## config.mk

```make
export PLATFORM = sky130hd
export DESIGN_NAME = crono_ajuste_ctrl
export DESIGN_NICKNAME = d
export VERILOG_FILES = /design/src/rtl/crono_pkg.sv /design/src/rtl/crono_btn_rep.sv /design/src/rtl/crono_ajuste_ctrl.sv
export SDC_FILE = /design/constraint.sdc
export NUM_CORES = 1
export LEC_CHECK = 0
export ABC_CLOCK_PERIOD_IN_PS = 3150
export CORE_MARGIN = 2
export CORE_UTILIZATION = 40
export DETAILED_ROUTE_END_ITERATION = 16
export GPL_TIMING_DRIVEN = 0
export PLACE_DENSITY = 0.58
export SLEW_MARGIN = 20
export SYNTH_ARGS = -nofsm -noshare
export SYNTH_HDL_FRONTEND = slang
export SYNTH_SLANG_ARGS = --single-unit
export TNS_END_PERCENT = 1
```

## constraint.sdc

```tcl
create_clock -name clk -period 3.15 [get_ports clk]
set_input_delay 0.4725 -clock clk [delete_from_list [all_inputs] [get_ports clk]]
set_output_delay 0.4725 -clock clk [all_outputs]
set_load 0.01 [all_outputs]
```

## src/rtl/crono_pkg.sv

```systemverilog
// Shared definitions for the chronometer adjust controller: field-select codes,
// controller states and field-step helpers.
package crono_pkg;

    localparam logic [1:0] EN_HORA    = 2'd0;
    localparam logic [1:0] EN_MIN     = 2'd1;
    localparam logic [1:0] EN_SEG     = 2'd2;
    localparam logic [1:0] EN_NINGUNO = 2'd3;

    typedef enum logic [1:0] {
        PARADO = 2'd0,
        CORRE  = 2'd1,
        AJUSTE = 2'd2
    } crono_state_e;

    // Field order wraps hours -> minutes -> seconds -> hours.
    function automatic logic [1:0] en_siguiente(input logic [1:0] en);
        return (en == EN_SEG) ? EN_HORA : en + 2'd1;
    endfunction

    function automatic logic [1:0] en_anterior(input logic [1:0] en);
        return (en == EN_HORA) ? EN_SEG : en - 2'd1;
    endfunction

endpackage

```

## src/rtl/crono_btn_rep.sv

```systemverilog
// Edge detect plus optional hold-to-repeat engine for one up/down button.
// Auto-repeat counter exists only when CRONO_AUTOREPEAT_EN is defined.
module crono_btn_rep
    import crono_pkg::*;
`ifdef CRONO_AUTOREPEAT_EN
#(
    parameter int DLY = 500,
    parameter int PER = 100
)
`endif
(
    input  logic clk,
    input  logic rst,
    input  logic btn,
    input  logic clr,
    output logic press,
    output logic fire
);

    logic prev_q;
    logic armed_q, armed_d;

`ifdef CRONO_AUTOREPEAT_EN
    localparam int MAXP = (DLY > PER) ? DLY : PER;
    localparam int CW   = $clog2(MAXP) + 1;

    logic [CW-1:0] cnt_q, cnt_d;
    logic          per_q, per_d;
    logic [CW-1:0] limit;

    // Before the first repeat we wait DLY cycles, afterwards PER cycles.
    assign limit = per_q ? CW'(PER - 1) : CW'(DLY - 1);
`endif

    assign press = btn & ~prev_q;

    always_comb begin
        fire    = 1'b0;
        armed_d = armed_q;
`ifdef CRONO_AUTOREPEAT_EN
        cnt_d   = cnt_q;
        per_d   = per_q;
`endif
        if (clr) begin
            armed_d = 1'b0;
`ifdef CRONO_AUTOREPEAT_EN
            cnt_d   = '0;
            per_d   = 1'b0;
`endif
        end else if (press) begin
            armed_d = 1'b1;
            fire    = 1'b1;
`ifdef CRONO_AUTOREPEAT_EN
            cnt_d   = '0;
            per_d   = 1'b0;
`endif
        end else if (armed_q && btn) begin
`ifdef CRONO_AUTOREPEAT_EN
            if (cnt_q == limit) begin
                fire  = 1'b1;
                cnt_d = '0;
                per_d = 1'b1;
            end else if (cnt_q != '1) begin
                cnt_d = cnt_q + 1'b1;
            end
`endif
        end else begin
            armed_d = 1'b0;
        end
    end

    always_ff @(posedge clk or negedge rst) begin
        if (!rst) begin
            prev_q  <= 1'b0;
            armed_q <= 1'b0;
`ifdef CRONO_AUTOREPEAT_EN
            cnt_q   <= '0;
            per_q   <= 1'b0;
`endif
        end else begin
            prev_q  <= btn;
            armed_q <= armed_d;
`ifdef CRONO_AUTOREPEAT_EN
            cnt_q   <= cnt_d;
            per_q   <= per_d;
`endif
        end
    end

endmodule

```

## src/rtl/crono_ajuste_ctrl.sv

```systemverilog
// Mode/adjust controller: PARADO/CORRE/AJUSTE FSM, field select EN and up/down pulses.
// Held-button auto-repeat is built only when CRONO_AUTOREPEAT_EN is defined.
module crono_ajuste_ctrl
    import crono_pkg::*;
#(
    parameter int REPEAT_DLY = 500,
    parameter int REPEAT_PER = 100,
    parameter int TIMEOUT    = 5000
) (
    input  logic       clk,
    input  logic       rst,
    input  logic       btn_start,
    input  logic       btn_ajuste,
    input  logic       btn_izq,
    input  logic       btn_der,
    input  logic       btn_arriba,
    input  logic       btn_abajo,
    output logic [1:0] EN,
    output logic       aumento,
    output logic       disminuye,
    output logic       ajustando,
    output logic       crono_run
);

    localparam int TW = $clog2(TIMEOUT) + 1;

    if (REPEAT_DLY < 1 || REPEAT_PER < 1 || TIMEOUT < 2) begin : g_bad_cfg
        $error("crono_ajuste_ctrl: REPEAT_DLY/REPEAT_PER must be >= 1 and TIMEOUT >= 2");
    end

    crono_state_e  state_q, state_d;
    logic [1:0]    en_q, en_d;
    logic          aum_q, aum_d;
    logic          dis_q, dis_d;
    logic          ajust_q, ajust_d;
    logic          run_q, run_d;
    logic [TW-1:0] tmo_q, tmo_d;
    logic [3:0]    prev_q;

    logic [3:0] btn_v;
    logic [3:0] press_v;
    logic       up_press, dn_press, up_fire, dn_fire;
    logic       rep_clr, any_press;

    // Bit order: 0 start, 1 ajuste, 2 izq, 3 der.
    assign btn_v     = {btn_der, btn_izq, btn_ajuste, btn_start};
    assign press_v   = btn_v & ~prev_q;
    assign any_press = (|press_v) | up_press | dn_press;

`ifdef CRONO_AUTOREPEAT_EN
    crono_btn_rep #(.DLY(REPEAT_DLY), .PER(REPEAT_PER)) u_rep_arriba (
`else
    crono_btn_rep u_rep_arriba (
`endif
        .clk   (clk),
        .rst   (rst),
        .btn   (btn_arriba),
        .clr   (rep_clr),
        .press (up_press),
        .fire  (up_fire)
    );

`ifdef CRONO_AUTOREPEAT_EN
    crono_btn_rep #(.DLY(REPEAT_DLY), .PER(REPEAT_PER)) u_rep_abajo (
`else
    crono_btn_rep u_rep_abajo (
`endif
        .clk   (clk),
        .rst   (rst),
        .btn   (btn_abajo),
        .clr   (rep_clr),
        .press (dn_press),
        .fire  (dn_fire)
    );

    always_comb begin
        state_d = state_q;
        en_d    = en_q;
        aum_d   = 1'b0;
        dis_d   = 1'b0;
        tmo_d   = tmo_q;
        rep_clr = 1'b1;
        unique case (state_q)
            PARADO: begin
                if (press_v[0]) begin
                    state_d = CORRE;
                end else if (press_v[1]) begin
                    state_d = AJUSTE;
                    en_d    = EN_HORA;
                    tmo_d   = '0;
                end
            end
            CORRE: begin
                if (press_v[0]) state_d = PARADO;
            end
            AJUSTE: begin
                // A press on the timeout edge keeps us adjusting.
                if (press_v[1] || (!any_press && tmo_q == TW'(TIMEOUT - 1))) begin
                    state_d = PARADO;
                    en_d    = EN_NINGUNO;
                end else begin
                    if (any_press)        tmo_d = '0;
                    else if (tmo_q != '1) tmo_d = tmo_q + 1'b1;
                    if (press_v[3] && !press_v[2])      en_d = en_siguiente(en_q);
                    else if (press_v[2] && !press_v[3]) en_d = en_anterior(en_q);
                    rep_clr = press_v[2] | press_v[3] | (btn_arriba & btn_abajo);
                    aum_d   = up_fire;
                    dis_d   = dn_fire;
                end
            end
            default: begin
                state_d = PARADO;
                en_d    = EN_NINGUNO;
            end
        endcase
        ajust_d = (state_d == AJUSTE);
        run_d   = (state_d == CORRE);
    end

    always_ff @(posedge clk or negedge rst) begin
        if (!rst) begin
            state_q <= PARADO;
            en_q    <= EN_NINGUNO;
            aum_q   <= 1'b0;
            dis_q   <= 1'b0;
            ajust_q <= 1'b0;
            run_q   <= 1'b0;
            tmo_q   <= '0;
            prev_q  <= '0;
        end else begin
            state_q <= state_d;
            en_q    <= en_d;
            aum_q   <= aum_d;
            dis_q   <= dis_d;
            ajust_q <= ajust_d;
            run_q   <= run_d;
            tmo_q   <= tmo_d;
            prev_q  <= btn_v;
        end
    end

    assign EN        = en_q;
    assign aumento   = aum_q;
    assign disminuye = dis_q;
    assign ajustando = ajust_q;
    assign crono_run = run_q;

endmodule

```

**After elaboration in Yosys (flattened, before gate mapping)**

Index checks and enable logic that the tools add are counted.

- Flip-flop bits (word level): 28
- Input port bits: 8
- Output and inout port bits: 6

- Add/subtract/negate cells: 3
- Eq/ne operators: 12
- Muxes and demuxes: 29
- Bitwise gates (word level): 12
- Reduce and logical (&&, ||, !) cells: 13

Operators with widths:

| cell | number |
|---|---|
| 2-to-1 mux 14 bit | 5 |
| one-hot mux 14 bit (2 select lines) | 1 |
| 2-to-1 mux 2 bit | 11 |
| adder 14 x 1 -> 14 bit (second input constant) | 1 |
| equality test 14 x 13 -> 1 bit (second input constant) | 1 |
| != test 14 bit (second input constant) | 1 |
| one-hot mux 2 bit (3 select lines) | 2 |
| 2-to-1 mux 1 bit | 10 |
| equality test 2 bit (second input constant) | 3 |
| != test 2 bit (second input constant) | 3 |
| AND reduction 5 bit | 1 |
| AND 4 bit | 1 |
| equality test 2 x 1 -> 1 bit (second input constant) | 2 |
| zero test 2 bit | 2 |
| != test 4 bit (second input constant) | 1 |
| NOT 4 bit | 1 |
| OR 1 bit | 4 |
| AND reduction 4 bit | 1 |
| OR reduction 4 bit | 1 |
| AND 1 bit | 3 |
| logical AND 1 bit | 3 |
| zero test 1 bit | 3 |
| != test 3 bit (second input constant) | 1 |
| NOT 1 bit | 3 |
| 4 further kinds | 4 |

**Logic depth before layout (Yosys ltp)**

- Depth in word-level cells: 13
- Mapped depth: 7
- Mapped depth without buffers: 6

**Modules after synthesis**

Synthesis repeated with hierarchy kept, for this count alone.

- Cell total of the unflattened synthesis: 152
- Area, all modules: 1522.7 um^2

By module, submodules not included:

| module | times used | cells an instance | area an instance (um^2) | sequential area each (um^2) |
|---|---|---|---|---|
| crono_ajuste_ctrl | 1 | 146 | 1435.1 | 653.1 |
| crono_btn_rep | 2 | 3 | 43.8 | 25.0 |

**Least setup slack after synthesis**

OpenSTA, ideal clock, no wires.

- Path type: input to register
- From: input btn_der
- To: register en_q[0], in the netlist EN[0]
- Setup time: 0.087 ns
- Arrival time: 1.848 ns
- Required time: 3.063 ns
- Slack: 1.215 ns
- Stages on the path: 6
- Path buffers: 1
- Path through: nand2b_1 clkbuf_1 nand4b_1 o311ai_1 a2bb2oi_1 o21ai_0

- Cells in the longest elaborated chain, start to end: 9

RTL lines:

| what | RTL line | RTL |
|---|---|---|
| start: declaration | crono_ajuste_ctrl.sv:15 | `input logic btn_der,` |
| AND 4 bit * | crono_ajuste_ctrl.sv:47 | `assign press_v = btn_v & ~prev_q;` |
| OR reduction 4 bit | crono_ajuste_ctrl.sv:48 | `assign any_press = (\|press_v) \| up_press \| dn_press;` |
| OR 1 bit (2 in a row) | crono_ajuste_ctrl.sv:48 |  |
| zero test 1 bit | crono_ajuste_ctrl.sv:98 | `if (press_v[1] \|\| (!any_press && tmo_q == TW'(TIMEOUT - 1))) begin` |
| logical AND 1 bit | crono_ajuste_ctrl.sv:98 |  |
| logical OR 1 bit | crono_ajuste_ctrl.sv:98 |  |
| != test 4 bit (no line) / 2-to-1 mux 2 bit (equally long branches) | - |  |
| AND reduction 4 bit (no line) / one-hot mux 2 bit (3 select lines) (equally long branches) | - |  |
| end signal: assignment | crono_ajuste_ctrl.sv:132 | `en_q <= en_d;` |
| end: declaration | crono_ajuste_ctrl.sv:32 | `logic [1:0] en_q, en_d;` |

Every way passes the cells marked *; elsewhere a longest branch is shown, timed or not.
A chain may end at the register's enable or synchronous reset.

**Worst setup path in the final report**

- From: input btn_der
- To: register tmo_q[5]

- Cells in the longest elaborated chain, start to end: 9

RTL lines:

| what | RTL line | RTL |
|---|---|---|
| AND 4 bit * | crono_ajuste_ctrl.sv:47 |  |
| OR reduction 4 bit * | crono_ajuste_ctrl.sv:48 |  |
| OR 1 bit * (2 in a row) | crono_ajuste_ctrl.sv:48 |  |
| zero test 1 bit | crono_ajuste_ctrl.sv:98 |  |
| logical AND 1 bit | crono_ajuste_ctrl.sv:98 |  |
| logical OR 1 bit | crono_ajuste_ctrl.sv:98 |  |
| != test 2 bit (no line) | - |  |
| AND reduction 5 bit (no line) | - |  |
| end signal: assignment | crono_ajuste_ctrl.sv:137 | `tmo_q <= tmo_d;` |
| end: declaration | crono_ajuste_ctrl.sv:37 | `logic [TW-1:0] tmo_q, tmo_d;` |

Every way passes the cells marked *; elsewhere a longest branch is shown, timed or not. The select of a mux whose other input is x is not followed.

==> impl_metrics.yaml <==
critical_path:
  path_cells: "clkdlybuf4s50_1, nand2b_1, clkbuf_1, nand4_1, nor2_1, or2b_1, buf_6, o41ai_1"
  worst-path-buf-inv: 3
  r2r_cells: 6
  critPathTopFamily: "simple AND/OR/NAND/NOR gates"
  slowest_delay_ns: 0.42
  setup.worst_path.class: "input port to flop"
  critPathLaunchType: "input port"
  worst-path-stages: 8
  worstSetupEndpointType: "flop"
  cp.required_ns: 3.32
  crit_arrival_ns: 2.56
  cp_max_fo: 9
  critPathSlowestCell: "clkdlybuf4s50_1"
timing:
  maxSlewHeadroom: 0.4952
  clock_skew_ns: 0.004099
  setup_viol: 0
  rsz0062_at_grt: "no"
  finalHoldViolCount: 0
  finalSetupTns_ns: 0
  fin_crit_ns: 2.392
  fmax_mhz: 418.1
  slew_viol_final: 0
  tightest_slew_ns: 0.7454
  finalCritPeriodShare: 0.7592
route:
  wl_mm: 3.162
  dr_wl_met3_microns: 105
  drtIter0Drc: 69
  wl_per_cell_microns: 14.12
  num_vias: 1244
  vias_per_cell: 5.554
  dr.pass1.iters: 4
  dr.max_layer_used: "met4"
  met1Wirelength_mm: 1.479
  wl_met2_mm: 1.556
  drcViolationCount: 0
  final_antenna_net_count: 0
logic_synthesis:
  syn_area_sq_um: 1528
  synth-seq-cells: 28
  synth_edf_count: 0
  syn_avg_cell_area_sq_um: 9.608
  ys_types: 40
  ys_seq_area_frac: 0.4603
  syn-num-nets: 171
  yosys_warnings: 0
  syn_inst: 159
  synth-main-ff-cell: "dfrtp_1"
  ys_async_sr_fraction: 1.000
global_route:
  grt_use_total: 0.1642
  grt_antenna_before_repair: 0
  grt_max_degree: 29
  grt_pass1_vias: 1188
  grt_pass1_wl_mm: 5.589
  overflow: 0
clocking:
  clk_path_buf_depth: 2
  cts-hold-fix-buffers: 0
  cts_max_level: 1
  path_clk_slew_ns: 0.10
  cts_setup_buffers: 0
  cts_tree: "done"
  cts_sinks: 28
  cts.repair.resized: 0
  cts_buffers: 3
  ctsRootBufferMaster: "clkbuf_8"
  clock_latency_ns: 0.27
pwr:
  powerDensity_nw_per_um2: 556.3
  power.leakage_nw: 0.6970
  vdd_drop_max_v: 0.0002566
floorplanning:
  dieArea_sq_um: 4330
  die_x_microns: 65.80
  coreArea_sq_um: 3661
  start_util: 0.4173
  io_pins: 14
  die_y_microns: 65.80
  rows: 22
cells_and_area:
  nets: 189
  finalNonFillerCells: 224
  drive_gt1_frac: 0.08523
  multi_input_area_sq_um: 750.7
  fill_cells: 344
  syn_to_final_growth_pct: 16.79
  seq_area_sq_um: 703.2
  antenna_cells: 0
placed_design:
  place_inst: 220
  portBuffers: 13
  post-dp-hpwl_mm: 2.356
  place_congestion: 0.8673
status:
  outcome: "completed"
run:
  max_cap_violations: 0
hold_path:
  min-delay-path-class: "input port to asynchronous set/reset pin"
==> per-layer routing <==
metal	up-vias	track usage
met5	-	0
met4	0	0.03125
met3	4	0.02044
met2	28	0.2841
met1	591	0.2214
li1	621	-
==> area by class of cell <==
| class | count | area share |
|---|---|---|
| Buffer | 8 | 0.02665 |
| Clock buffer | 3 | 0.02314 |
| Clock inverter | 1 | 0.01683 |
| Inverter | 7 | 0.01473 |
| Multi-Input combinational cell | 116 | 0.4208 |
| Sequential cell | 28 | 0.3941 |
| Tap cell | 48 | 0.03366 |
| Timing Repair Buffer | 13 | 0.07013 |
==> Yosys cell counts, drive strengths merged (2+ instances only) <==
cell type / instances / area share
a211oi: 4 / 0.028
buf: 5 / 0.024
clkbuf: 3 / 0.0074
dfrtp: 26 / 0.43
dfstp: 2 / 0.034
ha: 4 / 0.033
inv: 7 / 0.017
mux2i: 3 / 0.020
nand2: 14 / 0.034
nand2b: 7 / 0.029
nand3: 11 / 0.039
nand4: 3 / 0.012
nor2: 7 / 0.017
nor2b: 3 / 0.012
nor3: 10 / 0.033
nor4: 5 / 0.020
o21ai: 11 / 0.038
o22ai: 3 / 0.012
o31ai: 12 / 0.059
o41ai: 3 / 0.017
or4: 2 / 0.012
xnor2: 3 / 0.017
==> cell usage in the layout (no fill, tap or decap), drive strengths merged <==
| master | count |
|---|---|
| a311oi | 1 |
| inv | 7 |
| nand3 | 11 |
| o21ai | 11 |
| o31ai | 12 |
| o41ai | 3 |
| or2b | 1 |
| nor2 | 7 |
| o311ai | 1 |
| or3 | 1 |
| bufinv | 1 |
| and3b | 1 |
| or4 | 2 |
| nand2b | 7 |
| and3 | 1 |
| nor3 | 10 |
| mux2i | 3 |
| clkbuf | 6 |
| nand4 | 3 |
| ha | 4 |
| o22ai | 3 |
| nor2b | 3 |
| dfrtp | 26 |
| xnor2 | 3 |
| nor3b | 1 |
| a211oi | 4 |
| buf | 6 |
| and2 | 1 |
| dfstp | 2 |
| clkdlybuf4s50 | 12 |
| a2bb2oi | 1 |
| nor4 | 5 |
| nand4b | 1 |
| nor4bb | 1 |
| nand2 | 14 |
==> through the flow <==
step	hold WS (ns)	setup slack (ns)	area (sq um)	power, mW	util
2_1_floorplan	0.1769	1.215	1528	0.6110	-
3_3_place_gp	0.4935	0.4634	1718	0.7080	0.4692
3_5_place_dp	0.5005	0.4313	1713	0.7170	0.4679
4_1_cts	0.2281	0.7353	1784	1.002	0.4874
5_1_grt	0.2638	0.5001	1784	1.055	0.4874
6_report	0.1950	0.7584	1784	0.9925	0.4874
==> sequential cells by signal, summed over array words and instances (netlist names) <==
register / flops
disminuye: 1
EN: 2
u_rep_abajo.prev_q: 1
state_q: 2
tmo_q: 14
u_rep_arriba.prev_q: 1
crono_run: 1
prev_q: 4
ajustando: 1
aumento: 1
==> path summary, 6_finish.rpt <==
path	from	endpoint	slack (ns)
max	btn_der	tmo_q[5]$_DFFE_PN0P_	0.76
min	rst	prev_q[3]$_DFF_PN0_	0.20
max reg2reg	tmo_q[0]$_DFFE_PN0P_	EN[1]$_DFFE_PN1P_	0.93
min reg2reg	tmo_q[0]$_DFFE_PN0P_	tmo_q[0]$_DFFE_PN0P_	0.51
max in group asynchronous	rst	state_q[0]$_DFF_PN0_	2.56
min in group clk	tmo_q[0]$_DFFE_PN0P_	tmo_q[0]$_DFFE_PN0P_	0.51
==> kinds of logic (layout without fill, tap and decap cells) <==
group                    count (synthesis)  count (layout)  synth area share
multiplexers                             3               3           0.01966
AND/OR/NAND/NOR                         70              70            0.2498
buffers and inverters                   15              32           0.04832
adder cells (fa/ha/maj)                  4               4           0.03276
AO/OA/AOI/OAI                           36              36            0.1720
flip-flops                              28              28            0.4603
XOR/XNOR                                 3               3           0.01720
==> power breakdown <==
part           internal (mW)  switching (mW)  total (mW)
logic                  0.118           0.153       0.270
clock network          0.170           0.114       0.285
registers              0.412          0.0258       0.438
total                  0.699           0.293       0.993
No activity file was read; power rests on OpenSTA's default activity.
